## src/rtl/bnn_layer_sequencer.sv

```systemverilog
// Sequences one BNN layer: latch an input vector, then per tile fetch weights,
// hold them on the combinational datapath, capture the result and stream it out.
module bnn_layer_sequencer #(
  parameter int INPUT_DIM  = 10,
  parameter int OUTPUT_DIM = 10,
  parameter int TILE_W     = 4
) (
  input  logic                             clock,
  input  logic                             reset,
  input  logic                             start,
  input  logic [TILE_W-1:0]                num_tiles,
  output logic                             busy,
  output logic                             done,
  input  logic                             in_valid,
  output logic                             in_ready,
  input  logic [INPUT_DIM*8-1:0]           in_vec,
  output logic                             wmem_rd_en,
  output logic [TILE_W-1:0]                wmem_addr,
  input  logic [OUTPUT_DIM*INPUT_DIM*8-1:0] wmem_rd_data,
  output logic [INPUT_DIM*8-1:0]           dp_value_in,
  output logic [OUTPUT_DIM*INPUT_DIM*8-1:0] dp_weight,
  input  logic [OUTPUT_DIM*8-1:0]          dp_value_out,
  output logic                             out_valid,
  input  logic                             out_ready,
  output logic [OUTPUT_DIM*8-1:0]          out_data,
  output logic [TILE_W-1:0]                out_tile
);

  typedef enum logic [2:0] {
    S_IDLE,
    S_LOAD_IN,
    S_FETCH,
    S_WAIT,
    S_COMPUTE,
    S_EMIT,
    S_DONE
  } state_t;

  state_t            state, state_nxt;
  logic [TILE_W-1:0] num_tiles_q;
  logic [TILE_W-1:0] tile_q;
  logic              last_tile;

  // num_tiles_q is never zero outside IDLE/DONE, so the subtraction cannot wrap in EMIT.
  assign last_tile = (tile_q == num_tiles_q - TILE_W'(1));
  assign wmem_addr = tile_q;

  // NOTE: sequential state uses non-blocking assignments so every register
  // samples the pre-edge value of every other register.
  always_ff @(posedge clock) begin
    if (reset) state <= S_IDLE;
    else       state <= state_nxt;
  end

  // NOTE: every output of this block gets a default first, so no path leaves
  // a signal unassigned and no latch is inferred.
  always_comb begin
    state_nxt  = state;
    busy       = (state != S_IDLE);
    done       = 1'b0;
    in_ready   = 1'b0;
    wmem_rd_en = 1'b0;
    out_valid  = 1'b0;
    unique case (state)
      S_IDLE: begin
        if (start) state_nxt = (num_tiles == '0) ? S_DONE : S_LOAD_IN;
      end
      S_LOAD_IN: begin
        in_ready = 1'b1;
        if (in_valid) state_nxt = S_FETCH;
      end
      S_FETCH: begin
        wmem_rd_en = 1'b1;
        state_nxt  = S_WAIT;
      end
      S_WAIT:    state_nxt = S_COMPUTE;
      S_COMPUTE: state_nxt = S_EMIT;
      S_EMIT: begin
        out_valid = 1'b1;
        if (out_ready) state_nxt = last_tile ? S_DONE : S_FETCH;
      end
      S_DONE: begin
        done      = 1'b1;
        state_nxt = S_IDLE;
      end
      default: state_nxt = S_IDLE;
    endcase
  end

  // NOTE: the wide data registers are reset too, so a dropped layer never
  // leaves stale vectors or results visible on the outputs.
  always_ff @(posedge clock) begin
    if (reset) begin
      num_tiles_q <= '0;
      tile_q      <= '0;
      dp_value_in <= '0;
      dp_weight   <= '0;
      out_data    <= '0;
      out_tile    <= '0;
    end else begin
      unique case (state)
        S_IDLE: begin
          if (start) begin
            num_tiles_q <= num_tiles;
            tile_q      <= '0;
          end
        end
        S_LOAD_IN: begin
          if (in_valid) dp_value_in <= in_vec;
        end
        // Read data arrives one cycle after the FETCH strobe.
        S_WAIT: dp_weight <= wmem_rd_data;
        S_COMPUTE: begin
          out_data <= dp_value_out;
          out_tile <= tile_q;
        end
        S_EMIT: begin
          if (out_ready && !last_tile) tile_q <= tile_q + TILE_W'(1);
        end
        default: ;
      endcase
    end
  end

endmodule

```

## config.mk

```make
export PLATFORM = sky130hd
export DESIGN_NAME = bnn_layer_sequencer
export DESIGN_NICKNAME = d
export VERILOG_FILES = /design/src/rtl/bnn_layer_sequencer.sv
export SDC_FILE = /design/constraint.sdc
export NUM_CORES = 2
export LEC_CHECK = 0
export BUFFER_PORTS_ARGS = -buffer_cell sky130_fd_sc_hd__buf_2
export CAP_MARGIN = 20
export CORE_AREA = 2 2 756 758
export DETAILED_ROUTE_END_ITERATION = 10
export DIE_AREA = 0 0 758 760
export HOLD_SLACK_MARGIN = 0.05
export PLACE_DENSITY_LB_ADDON = 0.3
export SLEW_MARGIN = 20
export SYNTH_ARGS = -nofsm -noshare
export SYNTH_HDL_FRONTEND = slang
export SYNTH_SLANG_ARGS = --single-unit
```

## constraint.sdc

```tcl
create_clock -name clock -period 1.85 [get_ports clock]
set_clock_uncertainty 0.1 [all_clocks]
set_input_delay 0.2775 -clock clock [delete_from_list [all_inputs] [get_ports clock]]
set_output_delay 0.2775 -clock clock [all_outputs]
set_load 0.02 [all_outputs]
```

# Yosys cells after proc, flatten, opt, wreduce, memory -nomap -nowiden
# Index checks and enable logic that the tools add are counted.
word_totals:
  regBits: 975
  wordCells: 43
  inputBits: 969
op_classes:
  reduce_logical: 10
  mux: 13
  add_sub_neg: 2
  eq_ne: 11
op_table:
  columns: ["operator", "n"]
  rows:
  - ["3-bit case mux with 6 select lines", 1]
  - ["3-bit 2-to-1 mux", 5]
  - ["3-bit == test (second input constant)", 3]
  - ["4-bit 2-to-1 mux", 2]
  - ["2-bit inequality test (second input constant)", 4]
  - ["4-bit case mux with 2 select lines", 1]
  - ["3-bit by 2-bit == test with 1-bit output (second input constant)", 2]
  - ["3-bit AND reduction", 2]
  - ["4-bit by 1-bit adder with 4-bit output (second input constant)", 1]
  - ["4-bit == test", 1]
  - ["4-bit logical NOT", 1]
  - ["1-bit 2-to-1 mux", 4]
  - ["2-bit AND reduction", 2]
  - ["4-bit by 1-bit subtractor with 4-bit output (second input constant)", 1]
  - ["3-bit by 1-bit == test with 1-bit output (second input constant)", 1]
  - ["3-bit logical NOT", 1]
  - ["3-bit nonzero test", 1]
  - ["2-bit nonzero test", 1]
  - ["1-bit logical AND", 1]
  - ["1-bit logical NOT", 1]

# Depth between registers and ports, before layout
depth:
  depth_word: 6
  mapped_depth: 7

# Worst setup path after synthesis
# OpenSTA, ideal clock, no wires.
synth_timing:
  path_kind: "register to register"
  startpoint: "reg state[1]"
  endpoint: "reg dp_value_in[0]"
  setup_time_ps: 132
  stages_incl_launch_ff: 7
  arrival_ps: 1674
  path_slack_ps: -56
  n_path_buf: 2
  path_cell_list: "dfxtp_1 -> buf_4 -> nor3_1 -> nand2_1 -> clkbuf_1 -> nand2_1 -> a21oi_1"
synth_via:
  elab_chain_len: 2
synth_lines:
  columns: ["item", "line_no", "text"]
  rows:
  - ["start: declaration", "39", "state_t state, state_nxt;"]
  - ["start signal: assignment", "52", "else state <= state_nxt;"]
  - ["3-bit by 1-bit == test with 1-bit output", "101", "unique case (state)"]
  - ["2-bit AND reduction (no line)", null, null]
  - ["end signal: assignment", "109", "if (in_valid) dp_value_in <= in_vec;"]
  - ["end: declaration", "20", "output logic [INPUT_DIM*8-1:0] dp_value_in,"]
# Every way passes these cells.
# A chain may end at the register's enable or synchronous reset.

# Worst setup path after layout
layout_timing:
  startpoint: "reg state[0]"
  endpoint: "out in_ready"
layout_via:
  elab_chain_len: 2
layout_lines:
  columns: ["item", "line_no", "text"]
  rows:
  - ["3-bit by 1-bit == test with 1-bit output", "64", "unique case (state)"]
  - ["1-bit 2-to-1 mux", "64", null]
  - ["end: declaration", "15", "output logic in_ready,"]
# Every way passes these cells.

==> impl_metrics.csv <==
group,metric,value,unit
drt,drtIter0Drc,2895,
timing,setup_viol,495,
synthesis,ys_seq_elements,975,
grt,grt_pass1_vias,44246,
synthesis,syn_inst,4271,
synthesis,syn_area_per_cell,7.885,um2
power_and_ir_drop,ir_worst_vdd,0.5748,mV
synthesis,synth_compound_area_share,14.73,%
cells_and_area,finalNonFillerCells,15546,
power_and_ir_drop,power.total,0.06374,W
drt,wl_per_cell,30.32,um
floorplanning,fp.dieArea,576100,um2
synthesis,synthTopCellsByArea,"dfxtp_1 58%, nand2_1 22%, a21oi_1 14%, buf_2 1.9%, clkbuf_1 1.6%",
grt,grt_use_total,15.07,%
synthesis,synth-xor-area-share,0.1746,%
synthesis,synthTopCellsByCount,"1935 x nand2_1, 975 x dfxtp_1, 973 x a21oi_1, 145 x clkbuf_1, 125 x buf_2",
timing,fin_crit_sh,117.3,%
timing,finalSetupTns,-28150,ps
power_and_ir_drop,p_leak,31.01,nW
grt,grt_pass1_wl,547500,um
worst_setup_path,endpoint_kind,"output port",
floorplanning,coreArea,567700,um2
drt,antenna_left,0,
synthesis,yosysTopAreaCellShare,57.96,%
cells_and_area,area_growth,145.1,%
synthesis,yosys_warnings,0,
grt,antenna_found_initial,689,
synthesis,synth_mux_area_share,0.08917,%
cells_and_area,drive_gt1_share,44.86,%
synthesis,synth_edf_count,0,
floorplanning,dieWidth,758,um
timing,slew_violations,0,
grt,grt_max_degree,86,
clocking,cts_tree,"done",
grt,grt-ovfl-total,0,
synthesis,synth_most_common_cell,"nand2_1",
synthesis,synth_area,33670,um2
floorplanning,rows,277,
floorplanning,start_util,5.932,%
status,failed_checks,"negative setup slack",
synthesis,synth_ff_type,"dfxtp_1",
synthesis,yosys.cell_types.count,39,
place,place_congestion,0.9683,
worst_setup_path,startpoint_type,"flop",
clocking,h-tree-depth,4,
timing,fmax,0.4608,GHz
job,cap_viol_max_count,0,
drt,vias,46982,
clocking,clk-insertion-delay-late,840,ps
place,io_buffer_count,1941,
worst_setup_path,required,1470,ps
worst_setup_path,crit_path_max_fanout,7,
power_and_ir_drop,power_density,772.3,nW/um2
floorplanning,ios,1942,
timing,max_slew_margin,65.18,%
timing,period_needed,2170,ps
synthesis,yosysSeqAreaShare,57.96,%
synthesis,yosys.area_share.adder,0.07431,%
synthesis,synth_top_cell_by_area,"dfxtp_1",
cells_and_area,fillers,64720,
cells_and_area,nNetsFinal,8554,
timing,grt_setup_unrepaired,"true",
status,status,"finished, violations left",
synthesis,synth-simple-area-share,22.17,%
timing,hold_viol,0,
worst_setup_path,critPathKind,"flop to output port",
clocking,clkSinkCount,975,
drt,drt_pass1_iterations,6,
synthesis,synth_top_family_by_area,"simple AND/OR/NAND/NOR gates",
cells_and_area,utilization,14.54,%
drt,finalWirelength,471400,um
clocking,clock_path_buffers,4,
worst_setup_path,worst-endpoint-arrival,1790,ps
place,pre_cts_ws,-124.1,ps
place,dp.cells,13638,
synthesis,async_reset_ff_share,0,%
timing,final.setup.worst_slack,-320.2,ps
floorplanning,fp.dieH,760,um
synthesis,synth_nets,5242,
drt,drc,0,
clocking,clockRootBuffer,"clkbuf_16",
drt,viasPerCell,3.022,
clocking,cts_buffers,143,
min_path,hold_path_class,"primary input to flop",
timing,tightest_slew,517.5,ps
place,dpl.hpwl,396800,um
clocking,clkTransAtPathRegs,60,ps
==> power by group <==
group	switching, W	internal (W)
logic	0.00626	0.00512
registers	0.000500	0.0217
clock network	0.0126	0.0176
total	0.0194	0.0444
==> per-stage QoR <==
step,hold slack (ps),cell area [um2]
global route,68.22,82160
global placement,339.5,53770
CTS,50.04,77950
detailed placement,343.3,53770
floorplan,313.5,33680
finish,123.6,82540
==> kinds of logic (layout without fill, tap and decap cells) <==
logic type,after synthesis,count (layout)
and+or+nand+nor,1971,1971
xor gates and xnor gates,5,5
DFF,975,975
buffers and inverters,331,3748
adders and majority gates,2,2
AOI/OAI and AO/OA,984,984
muxes,3,3
other,0,325
==> per-layer routing <==
| layer | up-vias | share of wire, % | global-route usage (%) |
|---|---|---|---|
| met5 | - | 0.40 | 0.008342 |
| met4 | 292 | 5.1 | 6.406 |
| met3 | 1074 | 12 | 8.142 |
| met2 | 2643 | 42 | 22.48 |
| met1 | 22138 | 41 | 17.79 |
| li1 | 20835 | - | - |
==> what timing repair did <==
item                       in CTS  in global routing
hold endpoints to repair      971                  0
cloned                         10                 68
setup buffers                  37                 52
resized for setup            2494                431
setup endpoints to repair    1262                754
hold buffers                 1169                  0
pin swaps                       5                 71
==> state kept, by name, indices dropped and copies added, names as in the netlist <==
| name | count |
|---|---|
| dp_value_in | 80 |
| dp_weight | 800 |
| num_tiles_q | 4 |
| out_data | 80 |
| out_tile | 4 |
| state | 3 |
| wmem_addr | 4 |
==> path summary, 6_finish.rpt <==
check,startpoint,endpoint,slack (ps),cells after the start
worst min register to register,dp_value_in[15]$_SDFFE_PP0P_,dp_value_in[15]$_SDFFE_PP0P_,350,2
worst min-delay path,wmem_rd_data[401],dp_weight[401]$_SDFFE_PP0P_,120,4
worst max register to register,state[2]$_SDFFE_PP0P_,dp_weight[409]$_SDFFE_PP0P_,-180,10
worst max-delay path,state[0]$_SDFFE_PP0P_,in_ready,-320,5
==> layout make-up <==
type                            count  area [um2]  area share (%)
Sequential cell                   975       20400           24.71
Tap cell                         7533        9425           11.42
Clock inverter                     58       878.3           1.064
Timing Repair Buffer             3493       33140           40.16
Antenna cell                      325       813.3          0.9854
Clock buffer                      192        4114           4.984
Multi-Input combinational cell   2965       13740           16.65
Inverter                            5       18.77         0.02274
==> placed cells by master, fill, tap and decap left out, types with 142 or more instances in the layout <==
cell type / count
dlygate4sd3_1: 1169
buf_4: 335
dfxtp_1: 372
a21oi_2: 142
buf_12: 177
buf_2: 1085
buf_6: 527
nand2_1: 1805
clkbuf_16: 202
a21oi_1: 831
diode_2: 325
dfxtp_2: 553
==> critical path, cell delays in order, from the launching register on <==
cell and delay, ps:
dfxtp_2 330, inv_2 60, buf_8 140, nor3_4 130
buf_6 150, buf_12 130
Note: power is estimated with default switching activity, not from simulation.
